$ cat src/rtl/alu_op_sequencer_if.sv
// alu_op_sequencer_if: request, response and ALU-drive signals of the ALU
// operation sequencer. The master view belongs to the sequencer. The slave
// view belongs to the environment, which is the issue logic, the response
// consumer and the shared combinational ALU.
interface alu_op_sequencer_if;
    // Request channel
    logic        req_valid;
    logic        req_ready;
    logic [2:0]  req_op;
    logic [31:0] req_a;
    logic [31:0] req_b;

    // ALU drive and ALU outputs
    logic        alu_ainvert;
    logic        alu_bnegate;
    logic [1:0]  alu_operation;
    logic [31:0] alu_a;
    logic [31:0] alu_b;
    logic [31:0] alu_result;
    logic        alu_zero;
    logic        alu_overflow;

    // Response channel
    logic        rsp_valid;
    logic        rsp_ready;
    logic [31:0] rsp_lo;
    logic [31:0] rsp_hi;
    logic        rsp_zero;
    logic        rsp_carry;
    logic        rsp_err;

    modport master (
        input  req_valid, req_op, req_a, req_b,
        output req_ready,
        output alu_ainvert, alu_bnegate, alu_operation, alu_a, alu_b,
        input  alu_result, alu_zero, alu_overflow,
        output rsp_valid, rsp_lo, rsp_hi, rsp_zero, rsp_carry, rsp_err,
        input  rsp_ready
    );

    modport slave (
        output req_valid, req_op, req_a, req_b,
        input  req_ready,
        input  alu_ainvert, alu_bnegate, alu_operation, alu_a, alu_b,
        output alu_result, alu_zero, alu_overflow,
        input  rsp_valid, rsp_lo, rsp_hi, rsp_zero, rsp_carry, rsp_err,
        output rsp_ready
    );
endinterface

$ cat src/rtl/alu_op_sequencer.sv
// alu_op_sequencer: initiator side of the shared 32-bit combinational ALU.
// It latches one request at a time. It runs single-step ops in one EXEC
// cycle. It returns a registered response under valid/ready.
// Optional feature macro: ALU_SEQ_MULU_EN. When this macro is defined, op 110
// runs an unsigned 32x32 multiply as 32 shift-add steps through the ALU adder.
// Without it, op 110 is reported as an error in the same way as op 101.
module alu_op_sequencer (
    input  logic                clk,
    input  logic                reset,
    alu_op_sequencer_if.master  bus
);

    localparam logic [2:0] OP_AND   = 3'b000;
    localparam logic [2:0] OP_OR    = 3'b001;
    localparam logic [2:0] OP_ADD   = 3'b010;
    localparam logic [2:0] OP_SUB   = 3'b011;
    localparam logic [2:0] OP_SLT   = 3'b100;
    localparam logic [2:0] OP_CMPEQ = 3'b111;
`ifdef ALU_SEQ_MULU_EN
    localparam logic [2:0] OP_MULU  = 3'b110;
`endif

    localparam logic [1:0] ALU_AND = 2'b00;
    localparam logic [1:0] ALU_OR  = 2'b01;
    localparam logic [1:0] ALU_ADD = 2'b10;
    localparam logic [1:0] ALU_SLT = 2'b11;

`ifdef ALU_SEQ_MULU_EN
    typedef enum logic [1:0] {IDLE = 2'd0, EXEC = 2'd1, MUL = 2'd2, RESP = 2'd3} state_t;
`else
    typedef enum logic [1:0] {IDLE = 2'd0, EXEC = 2'd1, RESP = 2'd3} state_t;
`endif

    state_t      state, state_nx;

    logic [2:0]  op_q;
    logic [31:0] a_q, b_q;

    logic [31:0] lo_q, hi_q;
    logic        zero_q, carry_q, err_q;

    // Combinational ALU drive and the EXEC-cycle response values.
    logic        ainvert, bnegate;
    logic [1:0]  operation;
    logic [31:0] alu_a, alu_b;
    logic [31:0] lo_nx;
    logic        carry_nx, err_nx;

    wire accept = (state == IDLE) && bus.req_valid;

`ifdef ALU_SEQ_MULU_EN
    // Partial product P, multiplier/low product Q and iteration counter.
    // The multiplicand M is the latched operand a_q.
    logic [31:0] p_q, q_q;
    logic [4:0]  cnt_q;
    logic [31:0] p_nx, q_nx;
`endif

    // State register
    always_ff @(posedge clk or posedge reset) begin
        if (reset) state <= IDLE;
        else       state <= state_nx;
    end

    // Next state, ALU drive and EXEC-cycle result selection
    always_comb begin
        state_nx  = state;
        ainvert   = 1'b0;
        bnegate   = 1'b0;
        operation = ALU_AND;
        alu_a     = '0;
        alu_b     = '0;
        lo_nx     = '0;
        carry_nx  = 1'b0;
        err_nx    = 1'b0;
        case (state)
            IDLE: begin
                if (bus.req_valid) begin
`ifdef ALU_SEQ_MULU_EN
                    if (bus.req_op == OP_MULU) state_nx = MUL;
                    else                       state_nx = EXEC;
`else
                    state_nx = EXEC;
`endif
                end
            end
            EXEC: begin
                state_nx = RESP;
                alu_a    = a_q;
                alu_b    = b_q;
                case (op_q)
                    OP_AND: begin
                        operation = ALU_AND;
                        lo_nx     = bus.alu_result;
                    end
                    OP_OR: begin
                        operation = ALU_OR;
                        lo_nx     = bus.alu_result;
                    end
                    OP_ADD: begin
                        operation = ALU_ADD;
                        lo_nx     = bus.alu_result;
                        carry_nx  = bus.alu_overflow;
                    end
                    OP_SUB: begin
                        bnegate   = 1'b1;
                        operation = ALU_ADD;
                        lo_nx     = bus.alu_result;
                        carry_nx  = bus.alu_overflow;
                    end
                    OP_SLT: begin
                        bnegate   = 1'b1;
                        operation = ALU_SLT;
                        lo_nx     = bus.alu_result;
                    end
                    OP_CMPEQ: begin
                        bnegate   = 1'b1;
                        operation = ALU_ADD;
                        lo_nx     = {31'b0, bus.alu_zero};
                    end
                    default: begin
                        // Reserved or not-built op: the ALU stays quiet.
                        alu_a  = '0;
                        alu_b  = '0;
                        err_nx = 1'b1;
                    end
                endcase
            end
`ifdef ALU_SEQ_MULU_EN
            MUL: begin
                operation = ALU_ADD;
                alu_a     = p_q;
                alu_b     = a_q;
                if (cnt_q == 5'd31) state_nx = RESP;
            end
`endif
            RESP: begin
                if (bus.rsp_ready) state_nx = IDLE;
            end
            default: state_nx = IDLE;
        endcase
    end

`ifdef ALU_SEQ_MULU_EN
    // One shift-add step. The add result includes the carry, and the whole
    // {P,Q} pair shifts right by one bit.
    always_comb begin
        if (q_q[0]) {p_nx, q_nx} = {bus.alu_overflow, bus.alu_result, q_q[31:1]};
        else        {p_nx, q_nx} = {1'b0, p_q, q_q[31:1]};
    end

    // Multiply registers: load on accept and step once per MUL cycle
    always_ff @(posedge clk or posedge reset) begin
        if (reset) begin
            p_q   <= '0;
            q_q   <= '0;
            cnt_q <= '0;
        end else if (accept) begin
            p_q   <= '0;
            q_q   <= bus.req_b;
            cnt_q <= '0;
        end else if (state == MUL) begin
            p_q   <= p_nx;
            q_q   <= q_nx;
            cnt_q <= cnt_q + 5'd1;
        end
    end
`endif

    // Request latch: op and operands are captured when the request is accepted
    always_ff @(posedge clk or posedge reset) begin
        if (reset) begin
            op_q <= '0;
            a_q  <= '0;
            b_q  <= '0;
        end else if (accept) begin
            op_q <= bus.req_op;
            a_q  <= bus.req_a;
            b_q  <= bus.req_b;
        end
    end

    // Response registers: loaded at the end of EXEC or at the final multiply step
    always_ff @(posedge clk or posedge reset) begin
        if (reset) begin
            lo_q    <= '0;
            hi_q    <= '0;
            zero_q  <= 1'b0;
            carry_q <= 1'b0;
            err_q   <= 1'b0;
        end else if (state == EXEC) begin
            lo_q    <= lo_nx;
            hi_q    <= '0;
            zero_q  <= (lo_nx == '0) && !err_nx;
            carry_q <= carry_nx;
            err_q   <= err_nx;
        end
`ifdef ALU_SEQ_MULU_EN
        else if ((state == MUL) && (cnt_q == 5'd31)) begin
            lo_q    <= q_nx;
            hi_q    <= p_nx;
            zero_q  <= ({p_nx, q_nx} == '0);
            carry_q <= 1'b0;
            err_q   <= 1'b0;
        end
`endif
    end

    assign bus.req_ready     = (state == IDLE);
    assign bus.rsp_valid     = (state == RESP);
    assign bus.rsp_lo        = lo_q;
    assign bus.rsp_hi        = hi_q;
    assign bus.rsp_zero      = zero_q;
    assign bus.rsp_carry     = carry_q;
    assign bus.rsp_err       = err_q;
    assign bus.alu_ainvert   = ainvert;
    assign bus.alu_bnegate   = bnegate;
    assign bus.alu_operation = operation;
    assign bus.alu_a         = alu_a;
    assign bus.alu_b         = alu_b;

endmodule

$ cat src/flat_wrapper.sv
// flat-port wrapper written by rule: the top's interface ports become plain ports
module alu_op_sequencer_flat 
  (clk, reset, bus_req_valid, bus_req_op, bus_req_a, bus_req_b, bus_req_ready, bus_alu_ainvert, bus_alu_bnegate, bus_alu_operation, bus_alu_a, bus_alu_b, bus_alu_result, bus_alu_zero, bus_alu_overflow, bus_rsp_valid, bus_rsp_lo, bus_rsp_hi, bus_rsp_zero, bus_rsp_carry, bus_rsp_err, bus_rsp_ready);
  alu_op_sequencer_if bus_i ();
  input  logic clk;
  input  logic reset;
  input wire logic [$bits(bus_i.req_valid)-1:0] bus_req_valid;
  input wire logic [$bits(bus_i.req_op)-1:0] bus_req_op;
  input wire logic [$bits(bus_i.req_a)-1:0] bus_req_a;
  input wire logic [$bits(bus_i.req_b)-1:0] bus_req_b;
  output wire logic [$bits(bus_i.req_ready)-1:0] bus_req_ready;
  output wire logic [$bits(bus_i.alu_ainvert)-1:0] bus_alu_ainvert;
  output wire logic [$bits(bus_i.alu_bnegate)-1:0] bus_alu_bnegate;
  output wire logic [$bits(bus_i.alu_operation)-1:0] bus_alu_operation;
  output wire logic [$bits(bus_i.alu_a)-1:0] bus_alu_a;
  output wire logic [$bits(bus_i.alu_b)-1:0] bus_alu_b;
  input wire logic [$bits(bus_i.alu_result)-1:0] bus_alu_result;
  input wire logic [$bits(bus_i.alu_zero)-1:0] bus_alu_zero;
  input wire logic [$bits(bus_i.alu_overflow)-1:0] bus_alu_overflow;
  output wire logic [$bits(bus_i.rsp_valid)-1:0] bus_rsp_valid;
  output wire logic [$bits(bus_i.rsp_lo)-1:0] bus_rsp_lo;
  output wire logic [$bits(bus_i.rsp_hi)-1:0] bus_rsp_hi;
  output wire logic [$bits(bus_i.rsp_zero)-1:0] bus_rsp_zero;
  output wire logic [$bits(bus_i.rsp_carry)-1:0] bus_rsp_carry;
  output wire logic [$bits(bus_i.rsp_err)-1:0] bus_rsp_err;
  input wire logic [$bits(bus_i.rsp_ready)-1:0] bus_rsp_ready;
  assign bus_i.req_valid = bus_req_valid;
  assign bus_i.req_op = bus_req_op;
  assign bus_i.req_a = bus_req_a;
  assign bus_i.req_b = bus_req_b;
  assign bus_req_ready = bus_i.req_ready;
  assign bus_alu_ainvert = bus_i.alu_ainvert;
  assign bus_alu_bnegate = bus_i.alu_bnegate;
  assign bus_alu_operation = bus_i.alu_operation;
  assign bus_alu_a = bus_i.alu_a;
  assign bus_alu_b = bus_i.alu_b;
  assign bus_i.alu_result = bus_alu_result;
  assign bus_i.alu_zero = bus_alu_zero;
  assign bus_i.alu_overflow = bus_alu_overflow;
  assign bus_rsp_valid = bus_i.rsp_valid;
  assign bus_rsp_lo = bus_i.rsp_lo;
  assign bus_rsp_hi = bus_i.rsp_hi;
  assign bus_rsp_zero = bus_i.rsp_zero;
  assign bus_rsp_carry = bus_i.rsp_carry;
  assign bus_rsp_err = bus_i.rsp_err;
  assign bus_i.rsp_ready = bus_rsp_ready;
  alu_op_sequencer u_core (.clk(clk), .reset(reset), .bus(bus_i));
endmodule
$ cat config.mk
export PLATFORM = sky130hd
export DESIGN_NAME = alu_op_sequencer_flat
export DESIGN_NICKNAME = d
export VERILOG_FILES = /design/src/rtl/alu_op_sequencer_if.sv /design/src/rtl/alu_op_sequencer.sv /design/src/flat_wrapper.sv
export SDC_FILE = /design/constraint.sdc
export NUM_CORES = 1
export LEC_CHECK = 0
export CORE_MARGIN = 5
export CORE_UTILIZATION = 41
export CTS_BUF_LIST = sky130_fd_sc_hd__clkbuf_2 sky130_fd_sc_hd__clkbuf_4 sky130_fd_sc_hd__clkbuf_8
export DETAILED_ROUTE_END_ITERATION = 8
export PLACE_DENSITY = 0.91
export SLEW_MARGIN = 15
export SYNTH_ARGS = -nofsm -noshare
export SYNTH_HDL_FRONTEND = slang
export SYNTH_SLANG_ARGS = --single-unit
$ cat constraint.sdc
create_clock -name clk -period 3.97 [get_ports clk]
set_input_delay 0.397 -clock clk [delete_from_list [all_inputs] [get_ports clk]]
set_output_delay 0.397 -clock clk [all_outputs]
set_load 0.01 [all_outputs]
# After elaboration in Yosys (flattened, before gate mapping)

Cells that the tools add are included.

Register bits: 104
Input bits: 105
Output and inout port bits: 137
Logic and storage cells: 45

Eq/ne operators: 9
Mux-type cells: 16
Reductions and logical operators: 12

Operators by type and width:

| kind                 | count |
|---|---|
| $mux W32             | 5 |
| $pmux W32 S2         | 1 |
| $logic_not A32 Y1    | 1 |
| $pmux W2 S3          | 2 |
| $eq A3 B2 Y1 const B | 2 |
| $eq A3 B3 Y1 const B | 2 |
| $mux W2              | 3 |
| $reduce_or A3 Y1     | 2 |
| $reduce_or A6 Y1     | 1 |
| $mux W1              | 5 |
| $reduce_or A5 Y1     | 1 |
| $eq A3 B1 Y1 const B | 1 |
| $logic_not A3 Y1     | 1 |
| $eq A2 B1 Y1 const B | 1 |
| $eq A2 B2 Y1 const B | 1 |
| $logic_and A1 B1 Y1  | 2 |
| $logic_not A2 Y1     | 1 |
| $ne A2 B1 Y1 const B | 1 |
| $ne A2 B2 Y1 const B | 1 |
| $reduce_and A2 Y1    | 1 |
| $reduce_or A2 Y1     | 1 |
| $logic_not A1 Y1     | 1 |

# Logic depth before layout (Yosys ltp)

Depth after elaboration: 6
Gate-level depth with buffers: 6
Gate-level depth less buffers: 4

# Worst setup path after synthesis

No wires, ideal clock.

Path kind: reg2out
Start point: register u_core.op_q[0]
End point: output bus_alu_a[12]
Arrival: 1.256 ns
Data required time: 3.573 ns
Path slack: 2.317 ns
Stages on the path, launching flop included: 7
Path buffers: 3
Path through: dfrtp_1 > buf_4 > xor2_1 > a21oi_2 > buf_4 > buf_6 > and2_1

Cells in the longest elaborated chain, start to end: 4
Elaborated cells on any way between the ends: 9
Classes of those cells: 5 x eq/ne; 2 x mux; 2 x reduce/logical

RTL lines:

| element                              | line                    | text |
|---|---|---|
| start, declared                      | alu_op_sequencer.sv:36  | `logic [2:0] op_q;` |
| start signal, assigned               | alu_op_sequencer.sv:177 | `op_q <= bus.req_op;` |
| $eq A3 B1 Y1 (tied with other cells) | alu_op_sequencer.sv:91  | `case (op_q)` |
| $reduce_or A6 Y1 (no source line) *  | n/a                     |  |
| $mux W32 *                           | alu_op_sequencer.sv:91  |  |
| $mux W32 *                           | alu_op_sequencer.sv:76  | `case (state)` |
| end, declared                        | flat_wrapper.sv:15      | `output wire logic [$bits(bus_i.alu_a)-1:0] bus_alu_a;` |

Every way passes the cells marked *; elsewhere a longest branch is shown, timed or not.

# Worst setup path in the final report

Start point: register u_core.op_q[0]
End point: output bus_alu_a[29]

Same word-level chain as after synthesis.

==> impl_metrics.env <==
export IMPL_status="finished clean"
export IMPL_r2r_slack_ns=1.71
export IMPL_p_per_area_nw_per_um2=743
export IMPL_viasPerCell=4.89
export IMPL_cts_buffers=9
export IMPL_ys_seq_area_share_pct=55.2
export IMPL_ant_nets=0
export IMPL_grtUsageTotal_pct=16.9
export IMPL_post_route_drc_count=0
export IMPL_worst_slew_pin_slew_ns=0.974
export IMPL_fp_dieW_um=117
export IMPL_hold_path_class="reg2reg"
export IMPL_htree_levels=3
export IMPL_reg2reg_from="u_core.state[1]"
export IMPL_place_ws_ns=1.11
export IMPL_start_util_pct=41.6
export IMPL_final_common_cell="clkdlybuf4s50_1"
export IMPL_rows=39
export IMPL_dpl_hpwl_um=8960
export IMPL_finalMaxSlewViolations=0
export IMPL_peakVddDrop_uv=561
export IMPL_syn_to_final_growth_pct=46.8
export IMPL_diodes=0
export IMPL_reg2regPathDepth=4
export IMPL_final_hold_viol_count=0
export IMPL_rsz0062_at_grt="false"
export IMPL_ys_warn_count=0
export IMPL_gp_congestion=0.780
export IMPL_grt_start_max_net_pins=82
export IMPL_postCtsHoldBufs=0
export IMPL_crit_type="reg2out"
export IMPL_max_freq_mhz=353
export IMPL_die_area_um2=13700
export IMPL_cts_clk_slew_worst_paths_ns=0.10
export IMPL_cp_max_fo=50
export IMPL_synth_edf_count=0
export IMPL_synth_top_family_by_area="multiplexers"
export IMPL_hp_start="u_core.bus.rsp_zero"
export IMPL_vias=3486
export IMPL_routedWlPerCell_um=16.7
export IMPL_drt_wl_total_um=11900
export IMPL_crit_arrival_ns=2.44
export IMPL_final_cell_mix="clkdlybuf4s50_1, dfrtp_1, mux2_2"
export IMPL_fin_crit_sh_pct=71.3
export IMPL_fp_dieH_um=117
export IMPL_synthSimpleGateAreaFrac_pct=11.8
export IMPL_crit_required_ns=3.57
export IMPL_numPortBuffers=208
export IMPL_ys_flop_type="dfrtp_1"
export IMPL_fin_worst_skew_ns=0.0134
export IMPL_final_nets=670
export IMPL_r2r_end="u_core.a_q[2]"
export IMPL_ys_seq_elements=104
export IMPL_pin_count=242
export IMPL_drv_cap=0
export IMPL_holdPathEnd="u_core.bus.rsp_zero"
export IMPL_cts_resized=0
export IMPL_post_cts_buffers=0
export IMPL_hold_path_cell_count=1
export IMPL_drt_iter0_drc=101
export IMPL_postLayoutSetupSlackWorst_ns=1.14
export IMPL_p_leak_uw=0.00289
export IMPL_clk_latency_ns=0.35
export IMPL_syn_instance_count=367
export IMPL_antenna_found_initial=0
export IMPL_async_reset_ff_share_pct=100
export IMPL_synth_cell_types=27
export IMPL_grt_pass1_vias=3702
export IMPL_grt_overflow=0
export IMPL_grt_pass1_wl_um=18400
export IMPL_synthXorXnorAreaFrac_pct=0.557
export IMPL_netlist_area_um2=4710
export IMPL_avgSynthCellArea_um2=12.8
export IMPL_dr_pass1_iters=6
export IMPL_startpoint_type="register"
export IMPL_tritoncts="done"
export IMPL_fin_setup_tns_ns=0
export IMPL_cts_max_path_buffers=2
export IMPL_synth_adder_area_share_pct=0
export IMPL_finalSetupViolCount=0
export IMPL_relSlewSlack_pct=35.1
export IMPL_period_needed_ns=2.83
export IMPL_crit_path_end_kind="output pin"
export IMPL_clockRootBuffer="clkbuf_8"
export IMPL_synth_compound_area_share_pct=6.85
export IMPL_core_um2=11300
export IMPL_cts_sinks=104
export IMPL_synthMuxAreaShare_pct=16.2
export IMPL_drive_gt1_share_pct=16.3
[sequential cells by signal (all words and copies together), names as in the netlist]
signal / flops
u_core.bus.rsp_carry: 1
u_core.state: 2
u_core.bus.rsp_err: 1
u_core.b_q: 32
u_core.op_q: 3
u_core.a_q: 32
u_core.bus.rsp_lo: 32
u_core.bus.rsp_zero: 1
[report_power, final]
| group | switching [µW] | internal (µW) |
|---|---|---|
| clock network | 361 | 257 |
| logic | 1070 | 1580 |
| registers | 291 | 1570 |
| total | 1730 | 3410 |
[kinds of logic (layout without fill, tap and decap cells)]
logic type,Yosys count,count (layout)
and+or+nand+nor,93,93
muxes,68,68
other,1,33
AOI/OAI and AO/OA,38,38
xor gates and xnor gates,3,3
DFF,104,104
buffers and inverters,60,231
[how the worst max path moves through the flow]
| stage | startpoint | endpoint | slack [ns] | depth (start not counted) |
|---|---|---|---|---|
| final | u_core.op_q[0] | bus_alu_a[29] | 1.14 | 5 |
| after detailed placement | u_core.op_q[1] | bus_alu_a[11] | 1.11 | 4 |
| after global routing | u_core.op_q[1] | bus_alu_a[12] | 0.98 | 5 |
| after CTS | u_core.op_q[1] | bus_alu_a[29] | 0.70 | 4 |
| after floorplan | reset | u_core.a_q[0] | 0.84 | 1 |
| after global placement | u_core.op_q[1] | bus_alu_a[12] | 1.15 | 4 |
[layer usage]
| metal | GRT usage [%] | wire length, µm |
|---|---|---|
| met1 | 20.0 | 4360 |
| met2 | 29.3 | 6130 |
| met3 | 5.24 | 1200 |
| met4 | 5.35 | 205 |
| met5 | 0 | 0 |
[per-stage QoR]
| stage | hold WS, ns | total power [µW] | cell area, µm² | std cells | utilization, % |
|---|---|---|---|---|---|
| 6_report | 0.501 | 5140 | 6920 | 713 | 61.1 |
| 5_1_grt | 0.520 | 5490 | 6920 | 713 | 61.1 |
| 4_1_cts | 0.506 | 5180 | 6900 | 712 | 60.9 |
| 3_5_place_dp | 0.484 | 4540 | 6710 | 696 | 59.3 |
| 3_3_place_gp | 0.472 | 4440 | 6710 | 696 | 59.3 |
| 2_1_floorplan | 0.472 | 3330 | 4830 | 399 | - |
[cell type report]
type,instances,area (µm²)
inverter,2,10.0
fill,906,4400
sequential,104,2600
clock buffer,11,145
multi-input combinational,235,1810
tap,143,179
timing repair buffer,213,2130
clock inverter,5,41.3
[cells in the mapped netlist (2+ instances only)]
master | n | area share, %
and2_1 | 65 | 8.6
dfrtp_1 | 104 | 55
nand2_1 | 6 | 0.48
o21ai_0 | 3 | 0.32
buf_4 | 36 | 5.7
clkbuf_1 | 5 | 0.40
buf_2 | 8 | 0.85
nor4_1 | 8 | 1.1
nand2b_1 | 2 | 0.27
xnor2_1 | 2 | 0.37
inv_1 | 2 | 0.16
nor2_1 | 4 | 0.32
nand4_1 | 3 | 0.40
nor2_2 | 2 | 0.27
buf_6 | 9 | 2.1
a22o_1 | 31 | 5.8
mux2_2 | 67 | 16
[worst max-delay path, cell delays in order, from the launching register on]
cell and delay [ns]:
dfrtp_1 0.47, xor2_1 0.23, a21oi_4 0.40, buf_12 0.24
and2_1 0.15, clkdlybuf4s50_1 0.55
(Power assumes the default switching activity.)
